### src/rtl/crypt_round_engine_if.sv
// Plaintext/ciphertext handshake bundle for crypt_round_engine.
// The master drives pt/in_valid/out_ready; the engine is the slave.
interface crypt_round_engine_if;
    logic [7:0] pt;
    logic       in_valid;
    logic       in_ready;
    logic [7:0] ct;
    logic       out_valid;
    logic       out_ready;

    modport master (
        output pt, in_valid, out_ready,
        input  in_ready, ct, out_valid
    );

    modport slave (
        input  pt, in_valid, out_ready,
        output in_ready, ct, out_valid
    );
endinterface

### src/rtl/crypt_round_engine.sv
// Three-round 8-bit iterative cipher engine with valid/ready handshake.
// Define CRYPT_DECRYPT_EN to add the mode port and the inverse (decrypt) round.
module crypt_round_engine (
    input  logic                       CLK,
    input  logic                       RST_N,
    input  logic                       en,
    input  logic [7:0]                 K_1,
    input  logic [7:0]                 K_2,
    input  logic [7:0]                 K_3,
`ifdef CRYPT_DECRYPT_EN
    input  logic                       mode,
`endif
    crypt_round_engine_if.slave        bus,
    output logic                       busy
);

    typedef enum logic [1:0] {IDLE, ROUND, DONE} state_t;

    state_t     state_q, state_d;
    logic [1:0] rc_q, rc_d;
    logic [7:0] s_q, s_d;
    logic [7:0] k1_q, k1_d, k2_q, k2_d, k3_q, k3_d;
    logic       dec_q, dec_d;
    logic [7:0] rk;
    logic [7:0] t;

    function automatic logic [7:0] enc_round(input logic [7:0] s, input logic [7:0] k);
        logic [7:0] x;
        x = (s ^ k) + 8'h5A;
        return {x[6:0], x[7]};
    endfunction

    function automatic logic [7:0] dec_round(input logic [7:0] s, input logic [7:0] k);
        logic [7:0] x;
        x = {s[0], s[7:1]} - 8'h5A;
        return x ^ k;
    endfunction

    assign bus.in_ready  = (state_q == IDLE) && en && RST_N;
    assign bus.out_valid = (state_q == DONE) && en && RST_N;
    assign bus.ct        = s_q;
    assign busy          = (state_q != IDLE);

    // Decrypt walks the key schedule backwards so rc still counts 1..3.
    always_comb begin
        rk = k1_q;
        unique case ({dec_q, rc_q})
            3'b001:  rk = k1_q;
            3'b010:  rk = k2_q;
            3'b011:  rk = k3_q;
            3'b101:  rk = k3_q;
            3'b110:  rk = k2_q;
            3'b111:  rk = k1_q;
            default: rk = k1_q;
        endcase
        t = dec_q ? dec_round(s_q, rk) : enc_round(s_q, rk);
    end

    always_comb begin
        state_d = state_q;
        rc_d    = rc_q;
        s_d     = s_q;
        k1_d    = k1_q;
        k2_d    = k2_q;
        k3_d    = k3_q;
        dec_d   = dec_q;
        if (en) begin
            unique case (state_q)
                IDLE: begin
                    if (bus.in_valid) begin
                        s_d     = bus.pt;
                        k1_d    = K_1;
                        k2_d    = K_2;
                        k3_d    = K_3;
`ifdef CRYPT_DECRYPT_EN
                        dec_d   = mode;
`else
                        dec_d   = 1'b0;
`endif
                        rc_d    = 2'd1;
                        state_d = ROUND;
                    end
                end
                ROUND: begin
                    s_d  = t;
                    rc_d = rc_q + 2'd1;
                    if (rc_q == 2'd3) state_d = DONE;
                end
                DONE: begin
                    if (bus.out_ready) state_d = IDLE;
                end
                default: state_d = IDLE;
            endcase
        end
    end

    always_ff @(posedge CLK or negedge RST_N) begin
        if (!RST_N) begin
            state_q <= IDLE;
            rc_q    <= '0;
            s_q     <= '0;
            k1_q    <= '0;
            k2_q    <= '0;
            k3_q    <= '0;
            dec_q   <= 1'b0;
        end else begin
            state_q <= state_d;
            rc_q    <= rc_d;
            s_q     <= s_d;
            k1_q    <= k1_d;
            k2_q    <= k2_d;
            k3_q    <= k3_d;
            dec_q   <= dec_d;
        end
    end

endmodule
### src/flat_wrapper.sv
// flat-port wrapper written by rule: the top's interface ports become plain ports
module crypt_round_engine_flat 
  (CLK, RST_N, en, K_1, K_2, K_3, busy, bus_pt, bus_in_valid, bus_out_ready, bus_in_ready, bus_ct, bus_out_valid);
  crypt_round_engine_if bus_i ();
  input  logic CLK;
  input  logic RST_N;
  input  logic en;
  input  logic [7:0] K_1;
  input  logic [7:0] K_2;
  input  logic [7:0] K_3;
  output logic busy;
  input wire logic [$bits(bus_i.pt)-1:0] bus_pt;
  input wire logic [$bits(bus_i.in_valid)-1:0] bus_in_valid;
  input wire logic [$bits(bus_i.out_ready)-1:0] bus_out_ready;
  output wire logic [$bits(bus_i.in_ready)-1:0] bus_in_ready;
  output wire logic [$bits(bus_i.ct)-1:0] bus_ct;
  output wire logic [$bits(bus_i.out_valid)-1:0] bus_out_valid;
  assign bus_i.pt = bus_pt;
  assign bus_i.in_valid = bus_in_valid;
  assign bus_i.out_ready = bus_out_ready;
  assign bus_in_ready = bus_i.in_ready;
  assign bus_ct = bus_i.ct;
  assign bus_out_valid = bus_i.out_valid;
  crypt_round_engine u_core (.CLK(CLK), .RST_N(RST_N), .en(en), .K_1(K_1), .K_2(K_2), .K_3(K_3), .bus(bus_i), .busy(busy));
endmodule
### config.mk
export PLATFORM = sky130hd
export DESIGN_NAME = crypt_round_engine_flat
export DESIGN_NICKNAME = d
export VERILOG_FILES = /design/src/rtl/crypt_round_engine_if.sv /design/src/rtl/crypt_round_engine.sv /design/src/flat_wrapper.sv
export SDC_FILE = /design/constraint.sdc
export NUM_CORES = 1
export LEC_CHECK = 0
export ABC_CLOCK_PERIOD_IN_PS = 3200
export CORE_ASPECT_RATIO = 0.8
export CORE_UTILIZATION = 25
export DETAILED_ROUTE_END_ITERATION = 8
export MAX_ROUTING_LAYER = met4
export SYNTH_ARGS = -nofsm -noshare
export SYNTH_HDL_FRONTEND = slang
export SYNTH_SLANG_ARGS = --single-unit
### constraint.sdc
create_clock -name CLK -period 3.2 [get_ports CLK]
set_input_delay 0.8 -clock CLK [delete_from_list [all_inputs] [get_ports CLK]]
set_output_delay 0.8 -clock CLK [all_outputs]
set_load 0.005 [all_outputs]
==> impl_metrics.env <==
export IMPL_result_of_the_run="finished clean"
export IMPL_cts_made_buffers=5
export IMPL_drt_first_pass_iters=4
export IMPL_cp_slowest_stage_delay_ns=0.54
export IMPL_antenna_violations_before_repair=0
export IMPL_r2r_slack_ns=0.56
export IMPL_synth_main_ff_cell="dfrtp_1"
export IMPL_total_core_area_sq_um=6930
export IMPL_htree_levels=2
export IMPL_maxCapViolations=0
export IMPL_largest_net_degree_at_the_start_of_global_routing=37
export IMPL_syn_mean_instance_area_sq_um=11.2
export IMPL_post_place_cell_area_sq_um=2370
export IMPL_clk_path_buf_depth=2
export IMPL_cellPowerDensity_nw_per_um2=1010
export IMPL_hpwl_um=3050
export IMPL_total_leakage_power_nw=1.02
export IMPL_clock_root_buffer="clkbuf_8"
export IMPL_critical_setup_path_kind="in -> out"
export IMPL_placement_rows=27
export IMPL_globalRoute_totalOverflow=0
export IMPL_number_of_buffers_inserted_by_post_cts_setup_repair=0
export IMPL_syn_to_layout_area_delta_pct=38.4
export IMPL_worst_skew_pair_late_latency_ns=0.28
export IMPL_report_final_slew_viol_count=0
export IMPL_regToRegStartpoint="u_core.rc_q[0]$_DFFE_PN0P_"
export IMPL_total_power_mw=2.52
export IMPL_cpMostUsedCell="clkdlybuf4s50_1"
export IMPL_fraction_of_final_layout_cells_with_drive_strength_greater_than_1_pct=22.2
export IMPL_synth_edff_count=0
export IMPL_crit_path_cell_trace="clkdlybuf4s50_1, nand2_1, nor3b_1, clkdlybuf4s50_1"
export IMPL_share_of_synthesized_flip_flops_with_an_asynchronous_set_or_reset_pct=100
export IMPL_final_hold_violation_count=0
export IMPL_cts_hold_buffers_added=0
export IMPL_drt_initial_drc_count=46
export IMPL_place_congestion=0.755
export IMPL_layout_cells_most_common_list="47 x clkdlybuf4s50_1, 36 x dfrtp_1, 25 x mux2_2"
export IMPL_via_count_of_the_first_global_routing_pass=1402
export IMPL_post_route_period_util_pct=91.9
export IMPL_critical_path_source_type="primary input"
export IMPL_layout_cells_most_common="clkdlybuf4s50_1"
export IMPL_slowest_stage="clkdlybuf4s50_1"
export IMPL_path_clk_slew_ns=0.07
export IMPL_syn_area_sq_um=1810
export IMPL_post_cts_resized_instances=0
export IMPL_worst_path_arrival_time_ns=2.14
export IMPL_max_slew_margin_rel_pct=58.9
export IMPL_synth_fp_nets=201
export IMPL_grt_first_pass_wirelength_um=6870
export IMPL_dr_total_vias=1371
export IMPL_drt_drc_violations_left=0
export IMPL_setup_worst_path_start="en"
export IMPL_antenna_violating_nets_post_route=0
export IMPL_post_synth_top_area_cell="dfrtp_1"
export IMPL_number_of_nets_in_the_layout=251
export IMPL_tritoncts_clock_tree="built"
export IMPL_detail_route_vias_per_cell=4.59
export IMPL_worst_pin_slew_ns=0.613
export IMPL_route_final_wire_length_um=4210
export IMPL_floorplan_initialDensity_pct=26.1
export IMPL_synthesis_instances=161
export IMPL_synthDistinctLibCells=32
export IMPL_category_of_the_worst_setup_path_capture_point="primary output"
export IMPL_unrepaired_setup_endpoints_after_global_routing="false"
export IMPL_floorplan_die_width_um=97.0
export IMPL_synth_warnings=0
export IMPL_final_design_area_no_fill_sq_um=2500
export IMPL_clock_fmax_mhz=340
export IMPL_timing_critical_path_fanout_max=5
export IMPL_power_ir_vdd_worst_mv=0.266
export IMPL_fp_dieArea_sq_um=7570
export IMPL_setup_viol_count_final=0
export IMPL_antenna_cells_inserted=0
export IMPL_fin_crit_ns=2.94
export IMPL_seq_cells_post_synth=36
export IMPL_clock_sinks=36
export IMPL_tns_ns=0
export IMPL_synth_top_area_share_pct=49.9
export IMPL_die_height_um=78.0
export IMPL_grt_total_usage_pct=12.0
export IMPL_worst_clock_skew_ns=0.00398
export IMPL_synth_top_cells_by_area="dfrtp_1 50%, mux2_2 16%, xnor2_1 3.9%"
export IMPL_hold_path_startpoint="u_core.k1_q[1]$_DFFE_PN0P_"
export IMPL_io_pin_count=48
export IMPL_wire_per_inst_um=14.1
export IMPL_hold_path_class="reg -> reg"
export IMPL_portBuffers=47
export IMPL_synth_seq_area_share_pct=49.9
export IMPL_worstPathRequired_ns=2.40
per-layer routing:
| layer | wire [um] | GRT usage (%) | up-vias |
|---|---|---|---|
| met5 | 0 | - | - |
| met4 | 55 | 4.63 | 0 |
| met3 | 218 | 3.65 | 7 |
| met2 | 1830 | 18.1 | 39 |
| met1 | 2100 | 15.2 | 648 |
| li1 | - | - | 677 |
final timing paths:
check | cells past startpoint | to
max reg2reg | 8 | u_core.bus.ct[0]$_DFFE_PN0P_
max in group asynchronous | 2 | u_core.k2_q[6]$_DFFE_PN0P_
max | 4 | bus_out_valid
min in group asynchronous | 2 | u_core.state_q[0]$_DFFE_PN0P_
min | 1 | u_core.k1_q[1]$_DFFE_PN0P_
min reg2reg | 1 | u_core.k1_q[1]$_DFFE_PN0P_
synthesized netlist by cell type, types with 3 or more instances:
cell,instances
clkbuf_1,3
xnor2_1,8
nor3_1,3
nand2_1,13
ha_1,3
dfrtp_1,36
o21ai_0,8
inv_1,3
nor3b_1,3
a22o_2,6
buf_2,3
a21oi_1,10
mux2_2,25
nor2_1,12
state kept, by name, indices dropped and copies added, names as in the netlist:
signal,cells
u_core.bus.ct,8
u_core.k1_q,8
u_core.k2_q,8
u_core.k3_q,8
u_core.rc_q,2
u_core.state_q,2
metrics by stage:
stage,cells,setup slack [ns],utilization [%],hold WS (ns)
after global routing,299,0.173,36.1,0.519
after floorplan,161,0.867,-,0.472
final,299,0.259,36.1,0.510
after detailed placement,291,0.269,34.3,0.488
after CTS,299,0.256,36.1,0.508
after global placement,291,0.294,34.3,0.489
worst max-delay path, delay by kind of cell:
family / cells / cell delay [ns]
buffers and inverters: 2 / 1.06
and+or+nand+nor: 2 / 0.27
layout make-up:
type                       instances  area [sq um]
multi-input combinational        115           858
clock inverter                     1          30.0
fill                             711          4430
timing repair buffer              50           493
sequential                        36           901
tap                               87           109
clock buffer                       7          96.3
inverter                           3          11.3
power by group:
group	internal, mW	switching, mW
clock network	0.275	0.166
registers	0.683	0.156
logic	0.651	0.585
kinds of logic after synthesis:
group | share of synthesized area (%)
xor+xnor | 4.37
simple gates | 9.98
fa+ha+maj | 2.08
compound gates | 14.3
buf+inv | 2.70
flops | 49.9
mux | 16.7
Power figures use the tool's default switching activity.
